--- config.mk ---
export PLATFORM = sky130hd
export DESIGN_NAME = pc_unit
export DESIGN_NICKNAME = d
export VERILOG_FILES = /design/src/rtl/pc_unit.sv
export SDC_FILE = /design/constraint.sdc
export NUM_CORES = 1
export LEC_CHECK = 0
export ABC_AREA = 1
export BUFFER_PORTS_ARGS = -buffer_cell sky130_fd_sc_hd__buf_2
export CAP_MARGIN = 10
export CORE_ASPECT_RATIO = 2
export CORE_MARGIN = 1.5
export CORE_UTILIZATION = 30
export DETAILED_ROUTE_END_ITERATION = 10
export GPL_TIMING_DRIVEN = 0
export SYNTH_ARGS = -nofsm -noshare
export SYNTH_HDL_FRONTEND = slang
export SYNTH_SLANG_ARGS = --single-unit
--- constraint.sdc ---
create_clock -name clk -period 1.7 [get_ports clk]
set_clock_uncertainty 0.2 [all_clocks]
set_input_delay 0.34 -clock clk [delete_from_list [all_inputs] [get_ports clk]]
set_output_delay 0.34 -clock clk [all_outputs]
set_load 0.01 [all_outputs]
--- src/rtl/pc_unit.sv ---
// rtl/pc_unit.sv - program counter with reset-vector hold, ROM warm-up and prioritised redirects
module pc_unit #(
  parameter logic [31:0] RESET_PC    = 32'h0000_0000,
  parameter int          INIT_CYCLES = 4
) (
  input  logic        clk,
  input  logic        rst,
  input  logic        kickOff,
  input  logic        stall,
  input  logic        branch_taken,
  input  logic [31:0] branch_target,
  input  logic        jump,
  input  logic [31:0] jump_target,
  input  logic        jr,
  input  logic [31:0] jr_target,
  output logic [31:0] pc,
  output logic [31:0] pc_plus4,
  output logic        inited,
  output logic        redirect
);

  typedef enum logic [1:0] {IDLE, WARMUP, RUN} state_t;

  localparam logic [7:0]  WARM_LAST  = 8'(INIT_CYCLES - 1);
  localparam logic [31:0] ALIGN_MASK = ~32'd3;

  state_t      state, state_nxt;
  logic [7:0]  cnt, cnt_nxt;
  logic [31:0] pc_nxt;
  logic        redirect_nxt, inited_nxt;

  assign pc_plus4 = pc + 32'd4;

  always_comb begin
    state_nxt    = state;
    cnt_nxt      = cnt;
    pc_nxt       = RESET_PC;
    redirect_nxt = 1'b0;
    inited_nxt   = 1'b0;
    case (state)
      IDLE: begin
        cnt_nxt = 8'd0;
        if (kickOff) state_nxt = WARMUP;
      end
      WARMUP: begin
        if (!kickOff) begin
          state_nxt = IDLE;
          cnt_nxt   = 8'd0;
        end else if (cnt == WARM_LAST) begin
          state_nxt  = RUN;
          cnt_nxt    = 8'd0;
          inited_nxt = 1'b1;
        end else begin
          cnt_nxt = cnt + 8'd1;
        end
      end
      RUN: begin
        if (!kickOff) begin
          state_nxt = IDLE;
        end else begin
          inited_nxt = 1'b1;
          // Stall drops any concurrent redirect; nothing is remembered for later.
          if (stall) begin
            pc_nxt = pc;
          end else if (jr) begin
            pc_nxt       = jr_target & ALIGN_MASK;
            redirect_nxt = 1'b1;
          end else if (jump) begin
            pc_nxt       = jump_target & ALIGN_MASK;
            redirect_nxt = 1'b1;
          end else if (branch_taken) begin
            pc_nxt       = branch_target & ALIGN_MASK;
            redirect_nxt = 1'b1;
          end else begin
            pc_nxt = pc_plus4;
          end
        end
      end
      default: state_nxt = IDLE;
    endcase
  end

  always_ff @(posedge clk or negedge rst) begin
    if (!rst) begin
      state    <= IDLE;
      cnt      <= 8'd0;
      pc       <= RESET_PC;
      redirect <= 1'b0;
      inited   <= 1'b0;
    end else begin
      state    <= state_nxt;
      cnt      <= cnt_nxt;
      pc       <= pc_nxt;
      redirect <= redirect_nxt;
      inited   <= inited_nxt;
    end
  end

endmodule

==> impl_metrics.ini <==
[run_status]
status = complete, but fails checks
violations = negative setup slack

[floorplan]
initial_utilization_pct = 30.6
io-pin-count = 169
die_area_um2 = 13000
die_h_um = 160
rows = 57
die_w_um = 81.4
core_area_um2 = 12100

[layout]
fin_area_um2 = 6460
syn_to_final_growth_pct = 74.9
nets = 958
drive_above_1_share_pct = 54.2
final_common_cell = nand2_1
fin_util_pct = 53.6
mostFrequentLayoutCells = nand2_1 (206), buf_2 (153), buf_4 (69)
fin_cells = 999

[timing]
hold-worst-slack_ns = 0.00165
max_freq_mhz = 441
worst_pin_slew_ns = 1.02
rsz0062_at_grt = true
relSlewSlack_pct = 32.0
finalCriticalPeriod_ns = 2.27
final_hold_viol_count = 0
finalCritPeriodShare_pct = 133
worst_slack_ns = -0.565
finalMaxSlewViolations = 0
setup_viol = 55

[placement]
portBuffers = 157
dp_cells = 904
post-dp-hpwl_mm = 11.8
gp_congestion = 0.897
post_dp_cell_area_um2 = 4710

[worst_setup_path]
critPathKind = register to output pin
crit_path_start_kind = register
cpMaxStageDelayCell = dfrtp_2
path_cells = nand2_2 -> nor2_4 -> buf_6 -> nand2_8 -> nor2_4 -> nand2_1 -> nand2_1 -> and2_4 -> buf_6
crit_buf_inv = 2
cp_max_fo = 5
slowest_delay_ns = 0.41
crit_arrival_ns = 1.73
endpoint_kind = output pin
required_ns = 1.16
ff2ff_setup_slack_ns = -0.48
cp_top_family = simple AND/OR/NAND/NOR gates

[run]
maxCapViolCount = 0

[global_routing]
grt_antenna_before_repair = 1
grt_usage_pct = 24.6
grt_pass1_wl_mm = 23.7
grt_max_degree = 43
grt_pass1_vias = 4837
grt.overflow.total = 0

[route]
wl_per_cell_um = 16.6
via_count = 4911
drt-total-wl_mm = 16.6
drc = 0
viasPerCell = 4.92
drt_pass1_iterations = 4
ant_nets = 0
drt_iter0_drc = 224

[clock_network]
hold_buffers = 0
cts_buffers = 5
cts-root-buf = clkbuf_16
clk_latency_ns = 0.30
clk_path_buf_depth = 2
cts_tree = built
htree_num_levels = 2
numClockSinks = 42
clk_pin_slew_ns = 0.07

[hold_path]
hold_path.class = input pin to async pin

[synthesis]
yosysUniqueCellTypes = 32
syn_inst = 597
yosys_warnings = 0
async_reset_ff_share_pct = 100
syn_area_um2 = 3690
ys.flop_type = dfrtp_1
synth-seq-cells = 42
synth_edf_count = 0
seq_area_frac_synth_pct = 28.5
synth_area_per_cell_um2 = 6.18

[power_and_ir_drop]
ir_drop_uv = 646
power_density_nw_per_um2 = 473
power_uw = 3050
p_leak_uw = 0.00329
==> flip-flops by register name (all words and copies together), names as in the netlist <==
register / count
cnt: 8
inited: 1
redirect: 1
state: 2
pc: 30
==> per-layer routing <==
metal / vias to the layer above / share of wire [%] / GRT usage, % / wire [um]
li1: 2394 / - / - / -
met1: 2310 / 34 / 23.5 / 5560
met2: 151 / 56 / 45.8 / 9280
met3: 56 / 3.7 / 3.20 / 611
met4: 0 / 6.9 / 16.9 / 1150
met5: - / 0 / 0 / 0
==> timing repair <==
item | 4_1_cts | 5_1_grt
pin swaps | 25 | 54
cloned | 1 | 1
setup endpoints to repair | 65 | 66
buffers inserted | 47 | 40
gates resized for setup | 139 | 106
==> per-stage QoR <==
step / setup slack, ns / setup TNS, ns
after floorplan: -0.137 / -1.30
after global placement: -0.464 / -18.33
after detailed placement: -0.436 / -18.21
after CTS: -0.557 / -15.51
after global routing: -0.624 / -19.98
final: -0.565 / -16.03
==> power breakdown <==
part | internal, uW | switching (uW)
logic | 402 | 450
registers | 1040 | 50.3
clock network | 688 | 421
==> path summary, 6_finish.rpt <==
path / from / to / cells past startpoint
hold / removal: rst / cnt[0] / 1
hold reg to reg: pc[3] / pc[3] / 2
setup reg to reg: pc[3] / pc[17] / 13
max in group asynchronous: rst / pc[28] / 1
setup / recovery: pc[3] / pc_plus4[31] / 9
min in group clk: jump_target[3] / pc[3] / 3
==> cells by family (layout without fill, tap and decap cells) <==
group	after synthesis	after routing	share of synthesized area (%)
buffers and inverters	94	345	10.2
AO/OA/AOI/OAI	59	59	13.3
flip-flops	42	42	28.5
other	1	5	0.102
AND/OR/NAND/NOR	388	388	44.3
XOR/XNOR	8	8	1.90
adder cells (fa/ha/maj)	5	5	1.69
==> cell usage after synthesis (all sizes together), types with 3 or more instances <==
library cell / number / share of area (%)
dfrtp: 42 / 28
xor2: 3 / 0.71
clkbuf: 9 / 0.92
o21bai: 6 / 1.2
o221a: 26 / 7.9
buf: 14 / 2.1
inv: 70 / 7.1
o211ai: 4 / 0.81
and2: 16 / 2.7
xnor2: 5 / 1.2
nand4: 4 / 0.68
o21ai: 19 / 2.6
nand3: 48 / 6.5
ha: 5 / 1.7
nand2: 252 / 26
nor2: 63 / 7.6
==> area by class of cell <==
class / instances / area [um2]
fillers: 1166 / 5600
multi-input cells: 464 / 2970
repair buffers: 244 / 1640
flip-flops and latches: 42 / 1080
inverters: 71 / 274
well taps: 147 / 184
plain buffers: 22 / 146
clock buffers: 5 / 125
clock inverters: 3 / 40.0
diodes: 1 / 2.50
(Power assumes the default switching activity.)
